## config.mk

```make
export PLATFORM = sky130hd
export DESIGN_NAME = param_shift_reg_flat
export DESIGN_NICKNAME = d
export VERILOG_FILES = /design/src/rtl/param_shift_reg_if.sv /design/src/rtl/param_shift_reg.sv /design/src/flat_wrapper.sv
export SDC_FILE = /design/constraint.sdc
export NUM_CORES = 1
export LEC_CHECK = 0
export CORE_AREA = 2 2 39 41
export CTS_CLUSTER_DIAMETER = 50
export DETAILED_ROUTE_END_ITERATION = 16
export DIE_AREA = 0 0 41 43
export MAX_ROUTING_LAYER = met4
export PLACE_DENSITY = 0.41
export SLEW_MARGIN = 5
export SYNTH_ARGS = -nofsm -noshare
export SYNTH_HDL_FRONTEND = slang
export SYNTH_SLANG_ARGS = --single-unit
```

## constraint.sdc

```tcl
create_clock -name clk -period 1.3 [get_ports clk]
set_input_delay 0.26 -clock clk [delete_from_list [all_inputs] [get_ports clk]]
set_output_delay 0.26 -clock clk [all_outputs]
set_load 0.02 [all_outputs]
```

## src/rtl/param_shift_reg_if.sv

```systemverilog
`default_nettype none
// ============================================================================
// Module   : param_shift_reg_if
// Brief    : Control/data bundle between a driver and param_shift_reg.
// Revision : 1.0 - initial release
// ============================================================================
interface param_shift_reg_if #(
    parameter int WIDTH = 1,
    parameter int DEPTH = 2
);
    localparam int CNT_W = $clog2(DEPTH + 1);

    logic                     en;
    logic [1:0]               mode;
    logic [WIDTH-1:0]         din;
    logic [DEPTH*WIDTH-1:0]   load_data;
    logic [DEPTH*WIDTH-1:0]   taps;
    logic [WIDTH-1:0]         dout;
    logic [CNT_W-1:0]         fill_cnt;
    logic                     primed;

    modport master (
        output en, mode, din, load_data,
        input  taps, dout, fill_cnt, primed
    );

    modport slave (
        input  en, mode, din, load_data,
        output taps, dout, fill_cnt, primed
    );
endinterface
`default_nettype wire

```

## src/rtl/param_shift_reg.sv

```systemverilog
`default_nettype none
// ============================================================================
// Module   : param_shift_reg
// Brief    : Parametrised shift register with taps, load, rotate, clear and
//            a saturating fill counter.
// Revision : 1.0 - initial release
// ============================================================================
module param_shift_reg #(
    parameter int               WIDTH     = 1,
    parameter int               DEPTH     = 2,
    parameter logic [WIDTH-1:0] RESET_VAL = '0
) (
    input  wire logic            clk,
    input  wire logic            rst,
    param_shift_reg_if.slave     bus
);
    localparam int                c_cnt_w        = $clog2(DEPTH + 1);
    localparam logic [c_cnt_w-1:0] c_depth       = DEPTH[c_cnt_w-1:0];
    localparam logic [1:0]        c_mode_shift   = 2'd0;
    localparam logic [1:0]        c_mode_load    = 2'd1;
    localparam logic [1:0]        c_mode_rotate  = 2'd2;
    localparam logic [1:0]        c_mode_clear   = 2'd3;

    // Packed so that stage k sits at bits k*WIDTH +: WIDTH, matching taps/load_data.
    logic [DEPTH-1:0][WIDTH-1:0] r_stage;
    logic [c_cnt_w-1:0]          r_fill;

    always_ff @(posedge clk) begin
        if (rst) begin
            r_stage <= {DEPTH{RESET_VAL}};
            r_fill  <= '0;
        end else if (bus.en) begin
            case (bus.mode)
                c_mode_shift: begin
                    r_stage[0] <= bus.din;
                    for (int k = 1; k < DEPTH; k++) begin
                        r_stage[k] <= r_stage[k-1];
                    end
                    // Compare before incrementing so DEPTH = 2^m-1 cannot wrap.
                    if (r_fill != c_depth) begin
                        r_fill <= r_fill + 1'b1;
                    end
                end
                c_mode_load: begin
                    r_stage <= bus.load_data;
                    r_fill  <= c_depth;
                end
                c_mode_rotate: begin
                    r_stage[0] <= r_stage[DEPTH-1];
                    for (int k = 1; k < DEPTH; k++) begin
                        r_stage[k] <= r_stage[k-1];
                    end
                end
                c_mode_clear: begin
                    r_stage <= {DEPTH{RESET_VAL}};
                    r_fill  <= '0;
                end
                default: begin
                    r_stage <= r_stage;
                end
            endcase
        end
    end

    assign bus.taps     = r_stage;
    assign bus.dout     = r_stage[DEPTH-1];
    assign bus.fill_cnt = r_fill;
    assign bus.primed   = (r_fill == c_depth);

endmodule
`default_nettype wire

```

## src/flat_wrapper.sv

```systemverilog
// flat-port wrapper written by rule: the top's interface ports become plain ports
module param_shift_reg_flat 
#(
    parameter int               WIDTH     = 1,
    parameter int               DEPTH     = 2,
    parameter logic [WIDTH-1:0] RESET_VAL = '0
)
  (clk, rst, bus_en, bus_mode, bus_din, bus_load_data, bus_taps, bus_dout, bus_fill_cnt, bus_primed);
  param_shift_reg_if #(.WIDTH(WIDTH), .DEPTH(DEPTH)) bus_i ();
  input  wire logic clk;
  input  wire logic rst;
  input wire logic [$bits(bus_i.en)-1:0] bus_en;
  input wire logic [$bits(bus_i.mode)-1:0] bus_mode;
  input wire logic [$bits(bus_i.din)-1:0] bus_din;
  input wire logic [$bits(bus_i.load_data)-1:0] bus_load_data;
  output wire logic [$bits(bus_i.taps)-1:0] bus_taps;
  output wire logic [$bits(bus_i.dout)-1:0] bus_dout;
  output wire logic [$bits(bus_i.fill_cnt)-1:0] bus_fill_cnt;
  output wire logic [$bits(bus_i.primed)-1:0] bus_primed;
  assign bus_i.en = bus_en;
  assign bus_i.mode = bus_mode;
  assign bus_i.din = bus_din;
  assign bus_i.load_data = bus_load_data;
  assign bus_taps = bus_i.taps;
  assign bus_dout = bus_i.dout;
  assign bus_fill_cnt = bus_i.fill_cnt;
  assign bus_primed = bus_i.primed;
  param_shift_reg #(.WIDTH(WIDTH), .DEPTH(DEPTH), .RESET_VAL(RESET_VAL)) u_core (.clk(clk), .rst(rst), .bus(bus_i));
endmodule
```

==> metrics.md <==
| Metric | Value |
|---|---|
| # hold bufs at CTS | 0 |
| Tot GR Track Use | 0.0905 |
| DRC violations left | 0 |
| Filler cells | 154 |
| Yosys cell types | 22 |
| Fmax | 792 MHz |
| Crit start category | input port |
| Initial drt markers | 2 |
| Drt pass-1 iters | 2 |
| Power Density | 909 nW/um^2 |
| #FFs+latches synth | 4 |
| Final Cycle Share | 0.971 |
| Crit path largest cell delay | 630 ps |
| Syn avg cell area | 9.03 um^2 |
| Die width | 41 um |
| Slew HR | 0.806 |
| VDD IR max | 210 uV |
| CTS Buf Count | 3 |
| Clock latency on the worst-skew pair | 230 ps |
| Leakage | 0.190 nW |
| Total gr overflow | 0 |
| DP Worst Slack | -169 ps |
| Largest area contributor in the netlist | dfxtp_1 |
| CP max FO | 8 |
| Cell Area, Synth | 253 um^2 |
| Initial Util | 0.183 |
| H-tree depth | 1 |
| Placed cells | 59 |
| Die Area | 1760 um^2 |
| Reg clk slew, reported paths | 40 ps |
| Via/cell ratio | 4.24 |
| Vias in the first global route | 262 |
| Share of post-route cells with drive strength above 1 | 0.326 |
| Slew Limit Fails | 0 |
| I/O pins | 14 |
| Status | finished clean |
| NumNets Final | 57 |
| Hold Crit Class | flop to flop |
| Via count | 263 |
| Min Tclk post-route | 1260 ps |
| Worst slew pin tran | 290 ps |
| Placer Congestion | 0.811 |
| Final wirelength | 657 um |
| PortBufs | 13 |
| Post-Syn Nets | 37 |
| Total power | 0.407 mW |
| Die Ht | 43 um |
| Data required, critical path | 1420 ps |
| Num rows | 14 |
| Worst hold-check slack | 514 ps |
| TritonCTS clock tree | yes |
| Finished Cell Area | 448 um^2 |
| YS warnings | 0 |
| Arrival @ worst endpoint | 1380 ps |
| First-pass GRT wire length | 1.07 mm |
| Core Region | 1380 um^2 |
| Slowest stage cell, crit path | clkdlybuf4s50_1 |
| Max-Cap Viols | 0 |
| Final antenna-violating net count | 0 |
| Initial antenna violation count | 0 |
| Crit path cell chain | clkdlybuf4s50_1, mux2i_1, o221a_1, nor3_2 |
| Clock Root Buffer | clkbuf_4 |
| Setup Skew | 0.0911 ps |
| Setup tns final | 0 ps |
| Crit. End Element | flop |
| Antenna diodes | 0 |
| Critical path class | input port to flop |
| Ranking of synthesized cells by area | dfxtp_1, a211oi_2, ha_1, buf_6, o221a_1 |
| DPL Wire Length | 498 um |
| Final core occ | 0.324 |
| Seq/Total Area, Yosys | 0.317 |
| Setup bufs post-CTS | 0 |
| Final Hold Fails | 0 |
| Clock sink total | 4 |
| Final WS setup | 37.7 ps |
| Post-synth top area share | 0.317 |
| Layout area overhead | 77.2% |
| Post-Syn Instances | 28 |
| Wire per inst | 10.6 um |
| Largest net degree at the start of global routing | 9 |
| # setup viols final | 0 |
| Non-Filler Instances | 62 |
| Maximum buffer depth of the clock tree | 2 |
| Placed inst area | 429 um^2 |
==> flip-flops by register name (all words and copies together) (netlist names) <==
signal,flops
u_core.bus.fill_cnt,2
u_core.bus.dout,1
u_core.bus.taps,1
==> cell usage in the layout, fill, tap and decap left out <==
| cell type | netlist | final |
|---|---|---|
| clkdlybuf4s50_1 | 0 | 7 |
| buf_4 | 1 | 5 |
| dlygate4sd2_1 | 0 | 4 |
| dfxtp_1 | 4 | 4 |
| clkbuf_4 | 0 | 3 |
| inv_1 | 2 | 2 |
| nor3_2 | 1 | 2 |
| nand3_1 | 2 | 2 |
| nor2_1 | 2 | 2 |
| o21bai_1 | 1 | 1 |
| a21o_1 | 1 | 1 |
| a21oi_1 | 1 | 1 |
| a22o_1 | 1 | 1 |
| nand2b_2 | 1 | 1 |
| a31oi_1 | 1 | 1 |
| a211oi_2 | 1 | 1 |
| nand2b_1 | 1 | 1 |
| a311oi_1 | 1 | 1 |
| nand2_1 | 1 | 1 |
| mux2i_1 | 1 | 1 |
| o221a_1 | 1 | 1 |
| ha_4 | 0 | 1 |
| clkdlybuf4s15_2 | 0 | 1 |
| buf_2 | 1 | 1 |
==> worst max-delay path, delay by kind of cell <==
kind / cells / cell delay [ps]
simple gates: 1 / 50
compound gates: 1 / 220
mux: 1 / 220
buf+inv: 1 / 630
==> cell type report <==
type / instances / area (um^2) / share of cell area
multi-input cells: 19 / 159 / 0.355
repair buffers: 18 / 159 / 0.355
flip-flops and latches: 4 / 80.1 / 0.179
clock buffers: 3 / 22.5 / 0.0503
well taps: 16 / 20.0 / 0.0447
inverters: 2 / 7.51 / 0.0168
==> cells in the mapped netlist <==
master    count
nand3_1       2
nand2b_1      1
nand2_1       1
dfxtp_1       4
mux2i_1       1
nand2b_2      1
nor2_1        2
buf_6         1
o21bai_1      1
inv_1         2
ha_1          1
nor3_2        1
a31oi_1       1
o221a_1       1
a21o_1        1
buf_2         1
a311oi_1      1
nor3_1        1
a21oi_1       1
buf_4         1
a211oi_2      1
a22o_1        1
==> path summary, 6_finish.rpt <==
check,startpoint,to,slack [ps],cells past startpoint
setup / recovery,bus_mode[0],u_core.bus.taps[0]$_SDFFE_PP0P_,40,4
hold reg to reg,u_core.bus.taps[0]$_SDFFE_PP0P_,u_core.bus.dout$_SDFFE_PP0P_,510,2
hold / removal,u_core.bus.taps[0]$_SDFFE_PP0P_,u_core.bus.dout$_SDFFE_PP0P_,510,2
setup reg to reg,u_core.bus.fill_cnt[0]$_SDFFE_PP0P_,u_core.bus.fill_cnt[1]$_SDFFE_PP0P_,90,6
==> cell families (layout without fill, tap and decap cells) <==
kind of cell,Yosys count,after routing,share of synthesized area
adders and majority gates,1,1,0.0495
and+or+nand+nor,9,9,0.203
muxes,1,1,0.0396
AOI/OAI and AO/OA,8,8,0.267
buffers and inverters,5,23,0.124
DFF,4,4,0.317
==> metal layers <==
metal | wire length [um] | track usage
met4 | 0 | 0.0800
met3 | 12 | 0
met5 | 0 | -
met2 | 357 | 0.119
met1 | 287 | 0.122
==> power breakdown <==
group / internal [mW] / switching, mW / leakage [nW]
clock: 0.103 / 0.0506 / 0.0138
combinational: 0.0625 / 0.0540 / 0.143
sequential: 0.131 / 0.00561 / 0.0329
==> what timing repair did <==
item                       in CTS  in global routing
gates resized for setup        11                  1
pin swaps                       0                  0
setup endpoints to repair       6                  2
Power figures use the tool's default switching activity.
